`src/rtl/keypad_matrix_scan_if.sv`:
```
// Keypad-side signal bundle: column strobes out, rows in, debounced key code and event out.
interface keypad_matrix_scan_if;
  logic [3:0]  row;
  logic [3:0]  col;
  logic [15:0] onehot;
  logic        key_event;

  modport master (output row, input col, onehot, key_event);
  modport slave  (input row, output col, onehot, key_event);
endinterface

```
`src/rtl/keypad_matrix_scan.sv`:
```
// 4x4 keypad scanner: one-cold column strobes, 2-FF row sync, per-frame ghost rejection
// and N-frame debounce producing a level one-hot key code plus a press event pulse.
module keypad_matrix_scan #(
  parameter int SCAN_DIV        = 50_000,
  parameter int DEBOUNCE_FRAMES = 5
) (
  input  logic                 clk,
  input  logic                 rst,
  keypad_matrix_scan_if.slave  kp
);
  localparam int DW = (SCAN_DIV > 1) ? $clog2(SCAN_DIV) : 1;
  localparam int CW = $clog2(DEBOUNCE_FRAMES);
  localparam logic [DW-1:0] DIV_LAST = DW'(SCAN_DIV - 1);
  localparam logic [CW-1:0] CNT_MAX  = CW'(DEBOUNCE_FRAMES - 1);

  logic [3:0]    r_row_s1, r_row_s2;
  logic [DW-1:0] r_div;
  logic [1:0]    r_col_idx;
  logic [3:0]    r_col;
  logic [15:0]   r_raw;
  logic          r_eval;
  logic [15:0]   r_last_cand;
  logic [CW-1:0] r_stable_cnt;
  logic [15:0]   r_onehot;
  logic          r_key_event;

  logic          w_slot_end, w_frame_end;
  logic [15:0]   w_cand, w_raw_next;
  logic [CW-1:0] w_cnt_next;

  assign w_slot_end  = (r_div == DIV_LAST);
  assign w_frame_end = w_slot_end && (r_col_idx == 2'd3);

  always_comb begin
    // Exactly one key down is a valid code; none or several (ghosting) read as no key.
    w_cand = '0;
    if ((r_raw != 16'h0000) && ((r_raw & (r_raw - 16'd1)) == 16'h0000))
      w_cand = r_raw;

    w_cnt_next = '0;
    if (w_cand == r_last_cand)
      w_cnt_next = (r_stable_cnt == CNT_MAX) ? CNT_MAX : r_stable_cnt + CW'(1);

    w_raw_next = r_eval ? 16'h0000 : r_raw;
    if (w_slot_end)
      for (int r = 0; r < 4; r++)
        w_raw_next[{2'(r), r_col_idx}] = ~r_row_s2[r];
  end

  always_ff @(posedge clk or posedge rst) begin
    if (rst) begin
      r_row_s1     <= 4'hF;
      r_row_s2     <= 4'hF;
      r_div        <= '0;
      r_col_idx    <= 2'd0;
      r_col        <= 4'b1110;
      r_raw        <= '0;
      r_eval       <= 1'b0;
      r_last_cand  <= '0;
      r_stable_cnt <= '0;
      r_onehot     <= '0;
      r_key_event  <= 1'b0;
    end else begin
      r_row_s1    <= kp.row;
      r_row_s2    <= r_row_s1;
      r_div       <= w_slot_end ? '0 : r_div + DW'(1);
      r_raw       <= w_raw_next;
      r_eval      <= w_frame_end;
      r_key_event <= 1'b0;
      if (w_slot_end) begin
        r_col_idx <= r_col_idx + 2'd1;
        r_col     <= ~(4'b0001 << (r_col_idx + 2'd1));
      end
      if (r_eval) begin
        r_stable_cnt <= w_cnt_next;
        if (w_cand != r_last_cand)
          r_last_cand <= w_cand;
        if ((w_cnt_next == CNT_MAX) && (w_cand != r_onehot)) begin
          r_onehot    <= w_cand;
          r_key_event <= |w_cand;
        end
      end
    end
  end

  assign kp.col       = r_col;
  assign kp.onehot    = r_onehot;
  assign kp.key_event = r_key_event;
endmodule
```
`src/flat_wrapper.sv`:
```
// flat-port wrapper written by rule: the top's interface ports become plain ports
module keypad_matrix_scan_flat 
#(
  parameter int SCAN_DIV        = 50_000,
  parameter int DEBOUNCE_FRAMES = 5
)
  (clk, rst, kp_row, kp_col, kp_onehot, kp_key_event);
  keypad_matrix_scan_if kp_i ();
  input  logic clk;
  input  logic rst;
  input wire logic [$bits(kp_i.row)-1:0] kp_row;
  output wire logic [$bits(kp_i.col)-1:0] kp_col;
  output wire logic [$bits(kp_i.onehot)-1:0] kp_onehot;
  output wire logic [$bits(kp_i.key_event)-1:0] kp_key_event;
  assign kp_i.row = kp_row;
  assign kp_col = kp_i.col;
  assign kp_onehot = kp_i.onehot;
  assign kp_key_event = kp_i.key_event;
  keypad_matrix_scan #(.SCAN_DIV(SCAN_DIV), .DEBOUNCE_FRAMES(DEBOUNCE_FRAMES)) u_core (.clk(clk), .rst(rst), .kp(kp_i));
endmodule
```
`config.mk`:
```
export PLATFORM = sky130hd
export DESIGN_NAME = keypad_matrix_scan_flat
export DESIGN_NICKNAME = d
export VERILOG_FILES = /design/src/rtl/keypad_matrix_scan_if.sv /design/src/rtl/keypad_matrix_scan.sv /design/src/flat_wrapper.sv
export SDC_FILE = /design/constraint.sdc
export NUM_CORES = 1
export LEC_CHECK = 0
export ABC_AREA = 1
export CAP_MARGIN = 10
export CORE_UTILIZATION = 51
export CTS_CLUSTER_DIAMETER = 150
export DETAILED_ROUTE_END_ITERATION = 12
export GPL_ROUTABILITY_DRIVEN = 0
export PLACE_DENSITY = 0.68
export SLEW_MARGIN = 20
export SYNTH_ARGS = -nofsm -noshare
export SYNTH_HDL_FRONTEND = slang
export SYNTH_SLANG_ARGS = --single-unit
```
`constraint.sdc`:
```
create_clock -name clk -period 6 [get_ports clk]
set_clock_uncertainty 0.15 [all_clocks]
set_input_delay 1.2 -clock clk [delete_from_list [all_inputs] [get_ports clk]]
set_output_delay 1.2 -clock clk [all_outputs]
set_load 0.01 [all_outputs]
```
# Word level (Yosys, flattened, before mapping)
# Cells that the tools add are included.
# op_classes
muxes	20
magnitude_cmp	8
n_div	0
n_eq_ne	7
multipliers	0
bitwise_logic	6
n_addsub	4
n_shift	1
n_reduce_logical	12
# ops
operator	count
bitwise mux 16 bit	4
two-way mux 16 bit	4
inequality test 16 bit	2
adder 16 x 1 -> 16 bit, second input constant	1
AND 16 bit	1
== test 16 bit	1
== test 16 bit, second input constant	1
zero test 16 bit	1
nonzero test 16 bit	1
OR reduction 16 bit	1
subtractor 16 x 1 -> 16 bit, second input constant	1
< comparator 4 x 5 -> 1 bit, second input constant	2
demux 1 bit (select 2 bit)	4
>= comparator 4 x 1 -> 1 bit, second input constant	2
logical AND 1 bit	7
== test 3 bit, second input constant	2
two-way mux 1 bit	6
two-way mux 3 bit	2
< comparator 2 x 5 -> 1 bit, second input constant	1
< comparator 3 x 5 -> 1 bit, second input constant	1
inverter 1 bit	4
inverter 4 bit	1
AND reduction 2 bit	2
<< shifter 1 x 2 -> 4 bit, first input constant	1
5 further kinds	5
# word_totals
regBits	83
wordCells	69
out_inout_bits	21
input_bits	6
latchBits	0
ramBits	0
mem_count	0
romBits	0

# Longest topological paths before layout
# depth
depth_word	11
ltp_mapped	24

# Worst setup path before layout
# Ideal clock, no wire load.
# synth_timing
path_kind	reg2reg
from	reg u_core.r_raw[1]
to	reg u_core.r_onehot[10] (netlist: u_core.kp.onehot[10])
required_ps	5733
arrival_ps	2476
path_slack_ps	3257
path_buffers	2
path_stages_with_launch	21
synth_period_minus_slack_ps	2743
cell_sequence	dfrtp_1 nor2_4 nand2_2 o21ai_0 nand2_1 nor2_1 nand2_1 nor2_4 buf_6 nand2_1 nand2_1 nand2_1 nor2_1 nand2_1 nor2_4 nand2_4 nor2_8 nand3_4 buf_6 nand2_1 nand2_1
# synth_via
elab_chain_len	10
# synth_lines
element	line	rtl
start: declaration	keypad_matrix_scan.sv:20	logic [15:0] r_raw;
start signal: assignment	keypad_matrix_scan.sv:67	r_raw <= w_raw_next;
subtractor 16 x 1 -> 16 bit	keypad_matrix_scan.sv:37	if ((r_raw != 16'h0000) && ((r_raw & (r_raw - 16'd1)) == 16'h0000))
AND 16 bit	keypad_matrix_scan.sv:37	
zero test 16 bit	keypad_matrix_scan.sv:37	
logical AND 1 bit	keypad_matrix_scan.sv:37	
two-way mux 16 bit *	keypad_matrix_scan.sv:37	
== test 16 bit	keypad_matrix_scan.sv:41	if (w_cand == r_last_cand)
two-way mux 3 bit	keypad_matrix_scan.sv:41	
== test 3 bit	keypad_matrix_scan.sv:78	if ((w_cnt_next == CNT_MAX) && (w_cand != r_onehot)) begin
logical AND 1 bit	keypad_matrix_scan.sv:78	
AND reduction 2 bit (no line)	--	
end signal: assignment	keypad_matrix_scan.sv:79	r_onehot <= w_cand;
end: declaration	keypad_matrix_scan.sv:24	logic [15:0] r_onehot;
# Mark *: on every way between the ends. The rest lies on a longest branch, timed or not.
# A chain may end at the register's enable or synchronous reset.

# Worst setup path in the final report
# layout_timing
from	reg u_core.r_raw[3]
to	reg u_core.r_onehot[4] (netlist: u_core.kp.onehot[4])
# The elaborated chain is that of the path after synthesis.

==> flow_summary_export.csv <==
group,metric,value,unit
timing,fin_tns_setup,0,ns
layout,final_nets,637,
setup_path,worstPathArrival,4.25,ns
synthesis,synth_edf_count,0,
worst_hold_path,hp-start,"u_core.r_row_s1[2]",
timing,setup_viol,0,
synthesis,syn-mean-instance-area,7.568,sq um
setup_path,startpoint_type,"flop",
power_and_ir_drop,clkPwrFrac,42.3,%
setup_path,crit_path_frequent_cell,"nand2_1",
synthesis,synth_ff_type,"dfrtp_1",
synthesis,ys_top_cells_by_area,"dfrtp_1 40%, nand2_1 17%, dfstp_2 6.4%",
grt,grt_pass1_wl,16790,um
die,pin_count,27,
layout,final_area,5029,sq um
die,die_w,95.97,um
routing,vias,3790,
clocking,cts_sinks,83,
synthesis,synthTopCellsByCount,"202 x nand2_1, 72 x dfrtp_1, 72 x inv_1",
synthesis,yosys_warnings,0,
die,start_util,53.72,%
setup_path,critPathMaxFanout,43,
power_and_ir_drop,totalPowerFinal,1.005,mW
clocking,cts_setup_buffers,0,
setup_path,worstReg2RegStart,"u_core.r_raw[3]",
timing,hold_violations,0,
die,die_y,95.97,um
routing,drt.antenna.violating_nets,0,
layout,syn2layout_area_growth,11.67,%
synthesis,ys_seq_area_share,46.43,%
routing,wl_per_cell,13.28,um
grt,antenna_found_initial,0,
grt,grt.total_usage,23.96,%
timing,slew_headroom,35.69,%
timing,fmax,0.2415,GHz
placed_design,placed_area,4821,sq um
clocking,numCtsBuffers,9,
die,dieArea,9209,sq um
power_and_ir_drop,power_leakage,2.670,nW
power_and_ir_drop,internal-power,0.7675,mW
clocking,cts_resized,0,
grt,grt_overflow,0,
synthesis,synth-async-reset-ratio,100.0,%
die,rows,33,
power_and_ir_drop,p_switching,0.2378,mW
grt,first_global_vias,3524,
die,core,8382,sq um
setup_path,path_cells,"nor2_1 -> nand2_1 -> o21ai_0 -> nand3_1 -> nor2_1 -> nand2_1 -> nor2_4 -> nand2_1 -> inv_1 -> nand2_1 -> nand3_1 -> nor2_1 -> nand2_1 -> nor2_1 -> nor2_2 -> nand3_4 -> nand2_1 -> nand2_1",
power_and_ir_drop,ir_drop,102.4,uV
timing,min_period_over_period,69.01,%
grt,grt_max_degree,45,
setup_path,cp-end-kind,"flop",
clocking,clockBufferDepth,2,
clocking,htree_levels,3,
status,status,"finished clean",
clocking,ctsHoldBuffers,0,
setup_path,path_delay_family,"simple AND/OR/NAND/NOR gates",
clocking,clk-insertion-delay-late,0.37,ns
synthesis,synthCells,595,
layout,drive_gt1_share,8.320,%
power_and_ir_drop,p_sw_share,23.65,%
setup_path,crit_buf_inv,1,
setup_path,crit_type,"flop to flop",
setup_path,crit_start,"u_core.r_raw[3]",
synthesis,synth_top_area_cell,"dfrtp_1",
setup_path,cpMaxStageDelayCell,"nor2_4",
timing,rsz0062_at_grt,"no",
routing,vias_per_cell,5.192,
clocking,path_clk_slew,0.09,ns
synthesis,synth.most_common_cell,"nand2_1",
synthesis,ys_ff_latch,83,
clocking,cts_root_buf,"clkbuf_8",
power_and_ir_drop,power_density,199.9,nW/um^2
routing,dr.pass1.iters,5,
synthesis,syn-cell-area,4503,sq um
timing,period_minus_slack,4.140,ns
timing,tightest_slew,0.9624,ns
synthesis,synth.distinct_cells,32,
worst_hold_path,hold_class,"flop to flop",
power_and_ir_drop,combPwrFrac,1.4,%
job,cap_viol_max_count,0,
placed_design,detailed_place_hpwl,6834,um
layout,antenna_cells,0,
synthesis,synth_nets,612,
setup_path,required,6.11,ns
routing,remaining_drc_errors,0,
routing,drt_iter0_markers,190,
power_and_ir_drop,sequentialPowerShare,56.3,%
timing,drv_slew,0,
routing,wirelength,9692,um
synthesis,synth_top_area_share,40.01,%
setup_path,slowest_delay,0.76,ns
clocking,cts_tree,"done",
placed_design,io_buffers,26,
[worst paths after layout]
check                                            to  slack [ns]  cells after the start
worst min register to register   u_core.r_row_s2[2]        0.21                      0
min in group asynchronous           u_core.r_div[3]        1.10                      2
worst max register to register  u_core.kp.onehot[4]        1.86                     18
max in group asynchronous        u_core.r_row_s1[2]        3.60                      3
worst min-delay path             u_core.r_row_s2[2]        0.21                      0
worst max-delay path            u_core.kp.onehot[4]        1.86                     18
[through the flow]
stage	setup slack (ns)	util (%)	hold slack, ns	cells
2_1_floorplan	2.531	-	0.1952	595
3_3_place_gp	1.969	57.52	0.2014	714
3_5_place_dp	1.918	57.52	0.1978	714
4_1_cts	1.878	59.99	0.2145	730
5_1_grt	1.407	59.99	0.2165	730
6_report	1.860	59.99	0.2116	730
[power groups by stage]
stage / logic [mW] / registers (mW) / clock network [mW]
finish: 0.0143 / 0.566 / 0.425
global route: 0.0172 / 0.566 / 0.459
CTS: 0.0155 / 0.566 / 0.440
detailed placement: 0.0154 / 0.577 / 0
global placement: 0.0152 / 0.577 / 0
floorplan: 0.00808 / 0.576 / 0
[metal layers]
metal	track usage (%)	vias to the layer above	wire, um
met5	0	-	0
met4	9.826	0	233
met3	4.897	22	424
met2	35.65	78	4189
met1	34.03	1757	4844
li1	-	1933	-
[state kept, by name, summed over array words and instances, names as in the netlist]
signal / count
u_core.r_last_cand: 16
u_core.r_eval: 1
u_core.r_col_idx: 2
u_core.r_stable_cnt: 3
u_core.kp.onehot: 16
u_core.r_row_s2: 4
u_core.kp.key_event: 1
u_core.r_row_s1: 4
u_core.r_div: 16
u_core.kp.col: 4
u_core.r_raw: 16
[worst reg2reg max path, stage by stage (launching register included)]
cell     delay [ns]
dfrtp_1        0.48
nor2_1         0.19
nand2_1        0.10
o21ai_0        0.19
nand3_1        0.09
nor2_1         0.09
nand2_1        0.09
nor2_4         0.76
nand2_1        0.28
inv_1          0.15
nand2_1        0.06
nand3_1        0.08
nor2_1         0.04
nand2_1        0.07
nor2_1         0.06
nor2_2         0.57
nand3_4        0.36
nand2_1        0.16
nand2_1        0.06
[cell type report]
class | count | area (sq um)
fillers | 784 | 3353
flip-flops and latches | 83 | 2091
multi-input cells | 426 | 2056
inverters | 73 | 275.3
repair buffers | 27 | 267.8
well taps | 105 | 131.4
clock buffers | 9 | 123.9
clock inverters | 7 | 83.83
[placed cells by master (no fill, tap or decap), types with 3 or more instances in the layout]
| cell type | n |
|---|---|
| nor2_4 | 3 |
| xor2_1 | 3 |
| nand2_1 | 202 |
| clkdlybuf4s50_1 | 26 |
| inv_1 | 71 |
| nand3_1 | 40 |
| nand4_1 | 17 |
| nor2_2 | 6 |
| nor2_1 | 51 |
| nor3_1 | 6 |
| dfstp_2 | 11 |
| ha_1 | 11 |
| o21ai_0 | 45 |
| nand2_2 | 9 |
| nand3b_1 | 14 |
| dfrtp_1 | 72 |
| a21oi_1 | 5 |
| clkbuf_8 | 9 |
[cell families after synthesis]
family	share of synthesized area (%)
XOR/XNOR	0.7781
AO/OA/AOI/OAI	6.057
AND/OR/NAND/NOR	35.76
adder cells (fa/ha/maj)	3.056
flip-flops	46.43
buffers and inverters	7.919
(Power assumes the default switching activity.)
==> variant 1: new RTL, same settings <==
`DEBOUNCE_FRAMES` is set to 5 in 2 places; all go to 6.
--- a/src/rtl/keypad_matrix_scan.sv
+++ b/src/rtl/keypad_matrix_scan.sv
@@ -2,7 +2,7 @@
 // and N-frame debounce producing a level one-hot key code plus a press event pulse.
 module keypad_matrix_scan #(
   parameter int SCAN_DIV        = 50_000,
-  parameter int DEBOUNCE_FRAMES = 5
+  parameter int DEBOUNCE_FRAMES = 6
 ) (
   input  logic                 clk,
   input  logic                 rst,
--- a/src/flat_wrapper.sv
+++ b/src/flat_wrapper.sv
@@ -2,7 +2,7 @@
 module keypad_matrix_scan_flat 
 #(
   parameter int SCAN_DIV        = 50_000,
-  parameter int DEBOUNCE_FRAMES = 5
+  parameter int DEBOUNCE_FRAMES = 6
 )
   (clk, rst, kp_row, kp_col, kp_onehot, kp_key_event);
   keypad_matrix_scan_if kp_i ();
Check against the original RTL: no difference found for any inputs over 10 cycles, from zero or initial values and one cycle with rst high; that may be too few to reach the edited logic, so the function may still have changed.
==> variant 1 against the unedited design <==
- the run now ends with DRC left
- clock power fell by 13%
- via count up 0.55%
- global-route usage is 0.74 points lower
- synthesized area increased by 3.9%
- total power down 5.6%
- sequential cell count stayed put
- core utilization down 1.8 points
- design area rose by 1.8%
- worst setup slack improved by 460 ps
- routed wire length increased by 2.2%
- fmax grew 13%
- count of clock-buffer cells in the layout up 1
- sequential share of layout area down 0.75 points
==> variant 1: results (changes against the unedited design) <==
outcome=finished with violations; failing checks=DRC; ys flop type=dfrtp_1; worst hold start=u_core.r_row_s1[0]; first-pass GRT wire length=17800 um (+5.9%); Total GRT Usage=23.2% (-0.74 points); Finished Layout Cells=733 (+0.41%); vias in the first global route=3706 (+5.2%); Met3 Wirelength=370 um (-13%); Worst Path Arrival=3800 ps (-450 ps); largest net degree at the start of global routing=44 (-2.2%); placed cells=717 (+0.42%); WHS Endpoint=u_core.r_row_s2[0]; sequential fraction of the synthesis area=44.7% (-1.8 points); Cells after Synth=598 (+0.50%); met1 wire length=4810 um (-0.76%); DR iter-0 viols=152 (-20%); Max FO, Critical Path=42 (-2.3%); WL/cell=13.5 um (+1.7%); clock buffer depth=2 (unchanged); Gate power share=1.6% (+0.2 points); drt drc=4 (+4); reg2reg start=u_core.r_raw[9]; Slowest cell on crit path=dfrtp_1; reg2reg end=u_core.r_last_cand[3]; synth cell count leaders=186 x nand2_1, 73 x inv_1, 72 x dfrtp_1; Netlist cell types=35 (+9.4%); Lkg Pwr=2.70 nW (+1.0%); Worst Max-Slew Pin Slew=736 ps (-226 ps); R2R setup slack=2320 ps (+460 ps); Pre-antenna DRT Iters=9 (+4); Reg2Reg Depth=19 (+1); Final HPWL DP=6960 um (+1.9%); Post-layout nets=635 (-0.31%); Reg power frac=59.6% (+3.3 points); Largest stage delay, worst path=510 ps (-250 ps); layout cells sized above 1=9.12% (+0.80 points); pwr dens=185 mW/mm^2 (-7.3%); met2 wire len=4670 um (+12%); Net Count, Synth=613 (+0.16%)
[variant 1: metrics by stage]
stage | cell area (um^2) | hold WS (ps) | setup WS (ps)
6_report | 5120 | 210 | 2320
5_1_grt | 5120 | 213 | 1800
4_1_cts | 5120 | 211 | 2310
3_5_place_dp | 4940 | 197 | 2340
2_1_floorplan | 4680 | 195 | 2530
3_3_place_gp | 4940 | 196 | 2400
[variant 1: cell type report]
type,instances,area (um^2),area share (%)
Tap cell,108,135,2.64
Sequential cell,83,2090,40.8
Inverter,75,288,5.62
Multi-Input combinational cell,424,2160,42.2
Clock inverter,6,50.0,0.977
Timing Repair Buffer,27,268,5.23
Clock buffer,10,128,2.49
[variant 1: layer usage]
metal	GRT usage [%]	vias to the layer above
met5	0	-
li1	-	1929
met1	31.7	1817
met2	38.0	60
met3	3.72	5
met4	7.58	0
[variant 1: logic make-up after synthesis]
logic type      synth area share (%)
compound gates                  5.91
fa+ha+maj                       2.41
flops                           44.7
mux                             3.42
simple gates                    33.5
xor+xnor                       0.936
buf+inv                         9.14
==> variant 2: new RTL, config.mk and constraints unchanged <==
Without the edit above. Make the reset (`rst`) synchronous in one clocked block.
--- a/src/rtl/keypad_matrix_scan.sv
+++ b/src/rtl/keypad_matrix_scan.sv
@@ -47,7 +47,7 @@
         w_raw_next[{2'(r), r_col_idx}] = ~r_row_s2[r];
   end
 
-  always_ff @(posedge clk or posedge rst) begin
+  always_ff @(posedge clk) begin
     if (rst) begin
       r_row_s1     <= 4'hF;
       r_row_s2     <= 4'hF;
Function: no difference found for any inputs over 10 cycles, from zero or initial values and one cycle with rst high; that may be too few to reach the edited logic, so the function may still have changed.
==> variant 2 against the unedited design <==
- count of clock-buffer cells in the layout up 1
- routed wire length increased by 7.3%
- design area down 0.87%
- worst setup slack better by 330 ps
- sequential cell count unchanged
- final cell count increased by 13%
- fmax grew 8.7%
- non-clock buffer count grew 3
- clock power increased by 2%
- total power is 0.44% higher
- synthesized area fell by 0.72%
- global-route usage up 1.4 points
- critical path type unchanged
- largest cell class is now multi-input combinational cells
==> variant 2: results (changes against the unedited design) <==
Max VDD drop=0.174 mV (+70%); ys flop type=dfxtp_1; switching portion of total power=21.3% (-2.3 points); layout cells sized above 1=5.84% (-2.5 points); Reg2Reg Depth=21 (+3); via/cell ratio=5.19 (about the same); largest net degree at the start of global routing=49 (+8.9%); R2R setup slack=2190 ps (+330 ps); Finished Layout Cells=824 (+13%); Total GRT Usage=25.4% (+1.4 points); Largest stage delay, worst path=570 ps (-190 ps); Post-layout nets=732 (+15%); outcome=completed; reg2reg end=u_core.kp.onehot[6]; hold path cells=1 (+1); worst hold start=u_core.r_row_s1[0]; DR iter-0 viols=215 (+13%); Final HPWL DP=7510 um (+10%); Max FO, Critical Path=48 (+12%); Slowest cell on crit path=nor2_2; clk_lat worst skew=350 ps (-20 ps); synth cell count leaders=197 x nand2_1, 97 x nor2_1, 83 x dfxtp_1; Cells after Synth=697 (+17%); largest cells by area after synthesis=dfxtp_1 37%, nand2_1 17%, nor2_1 8.1%, nand3_1 7.4%, inv_1 6.0%; sequential fraction of the synthesis area=37.2% (-9.3 points); placed cells=809 (+13%); first-pass GRT wire length=18000 um (+7.3%); Worst Path Arrival=3910 ps (-340 ps); Netlist cell types=29 (-9.4%); WHS Endpoint=u_core.r_row_s2[0]
-- variant 2: cell count changes after synthesis, sizes merged, moves of 3 or more --
cell,delta
o21ai,-9
nor2,+42
or2,+9
dfxtp,+83
nand2,-11
nand4,-12
a21oi,+45
clkbuf,+8
dfrtp,-72
nand3b,-3
dfstp,-11
nand3,+25
-- variant 2: power by group through the flow --
stage / clock network, mW / registers (mW) / logic [mW]
global route: 0.462 / 0.557 / 0.0252
CTS: 0.442 / 0.556 / 0.0225
floorplan: 0 / 0.569 / 0.0149
detailed placement: 0 / 0.569 / 0.0225
global placement: 0 / 0.569 / 0.0220
finish: 0.432 / 0.556 / 0.0221
-- variant 2: stage by stage --
step                cell area, um^2  setup slack [ps]
finish                         4980              2190
global route                   4980              1720
CTS                            4980              2220
detailed placement             4780              2220
global placement               4780              2250
floorplan                      4470              3300
-- variant 2: worst max path at each step --
stage                                end             from  slack (ps)  depth (start not counted)
global placement    u_core.kp.onehot[14]  u_core.r_raw[0]        2250                         22
CTS                  u_core.kp.onehot[8]  u_core.r_raw[0]        2220                         22
detailed placement   u_core.kp.onehot[6]  u_core.r_raw[0]        2220                         21
global route        u_core.kp.onehot[14]  u_core.r_raw[2]        1720                         21
floorplan           u_core.kp.onehot[11]  u_core.r_raw[0]        3300                         22
finish               u_core.kp.onehot[6]  u_core.r_raw[0]        2190                         21
-- variant 2: final cells by class --
| class | instances | area, um^2 |
|---|---|---|
| multi-input cells | 515 | 2410 |
| fillers | 812 | 3360 |
| inverters | 76 | 285 |
| clock buffers | 10 | 128 |
| flip-flops and latches | 83 | 1660 |
| well taps | 105 | 131 |
| clock inverters | 5 | 78.8 |
| repair buffers | 30 | 290 |
-- variant 2: worst reg2reg max path, cell delays in order, from the launching register on --
cell and delay, ps:
dfxtp_1 410, nor2_4 180, nand2_1 100, nor2_1 180
nand2_1 80, nand2_1 70, nand2_1 80, nor2_1 110
nand2_1 60, nor2_2 70, buf_4 400, nand2_1 220
nand2_1 100, nand2_1 50, nor2_1 110, nand2_1 120
nor2_4 210, nand3_1 150, nor2_2 570, nand3_1 160
nand2_1 110, nor2_1 40
-- variant 2: per-layer routing --
layer	GRT usage [%]	wire [um]	part of all wire, %	vias up
li1	-	-	-	2243
met1	32.1	4800	46	1922
met2	42.8	4950	48	92
met3	4.63	456	4.4	17
met4	9.45	188	1.8	0
met5	0	0	0	-
-- variant 2: cells by family (layout without fill, tap and decap cells) --
logic type	count (synthesis)	count (layout)	share of synthesized area [%]
AND/OR/NAND/NOR	410	410	39.7
buffers and inverters	99	121	8.93
AO/OA/AOI/OAI	90	90	10.3
flip-flops	83	83	37.2
adder cells (fa/ha/maj)	11	11	3.08
XOR/XNOR	4	4	0.784
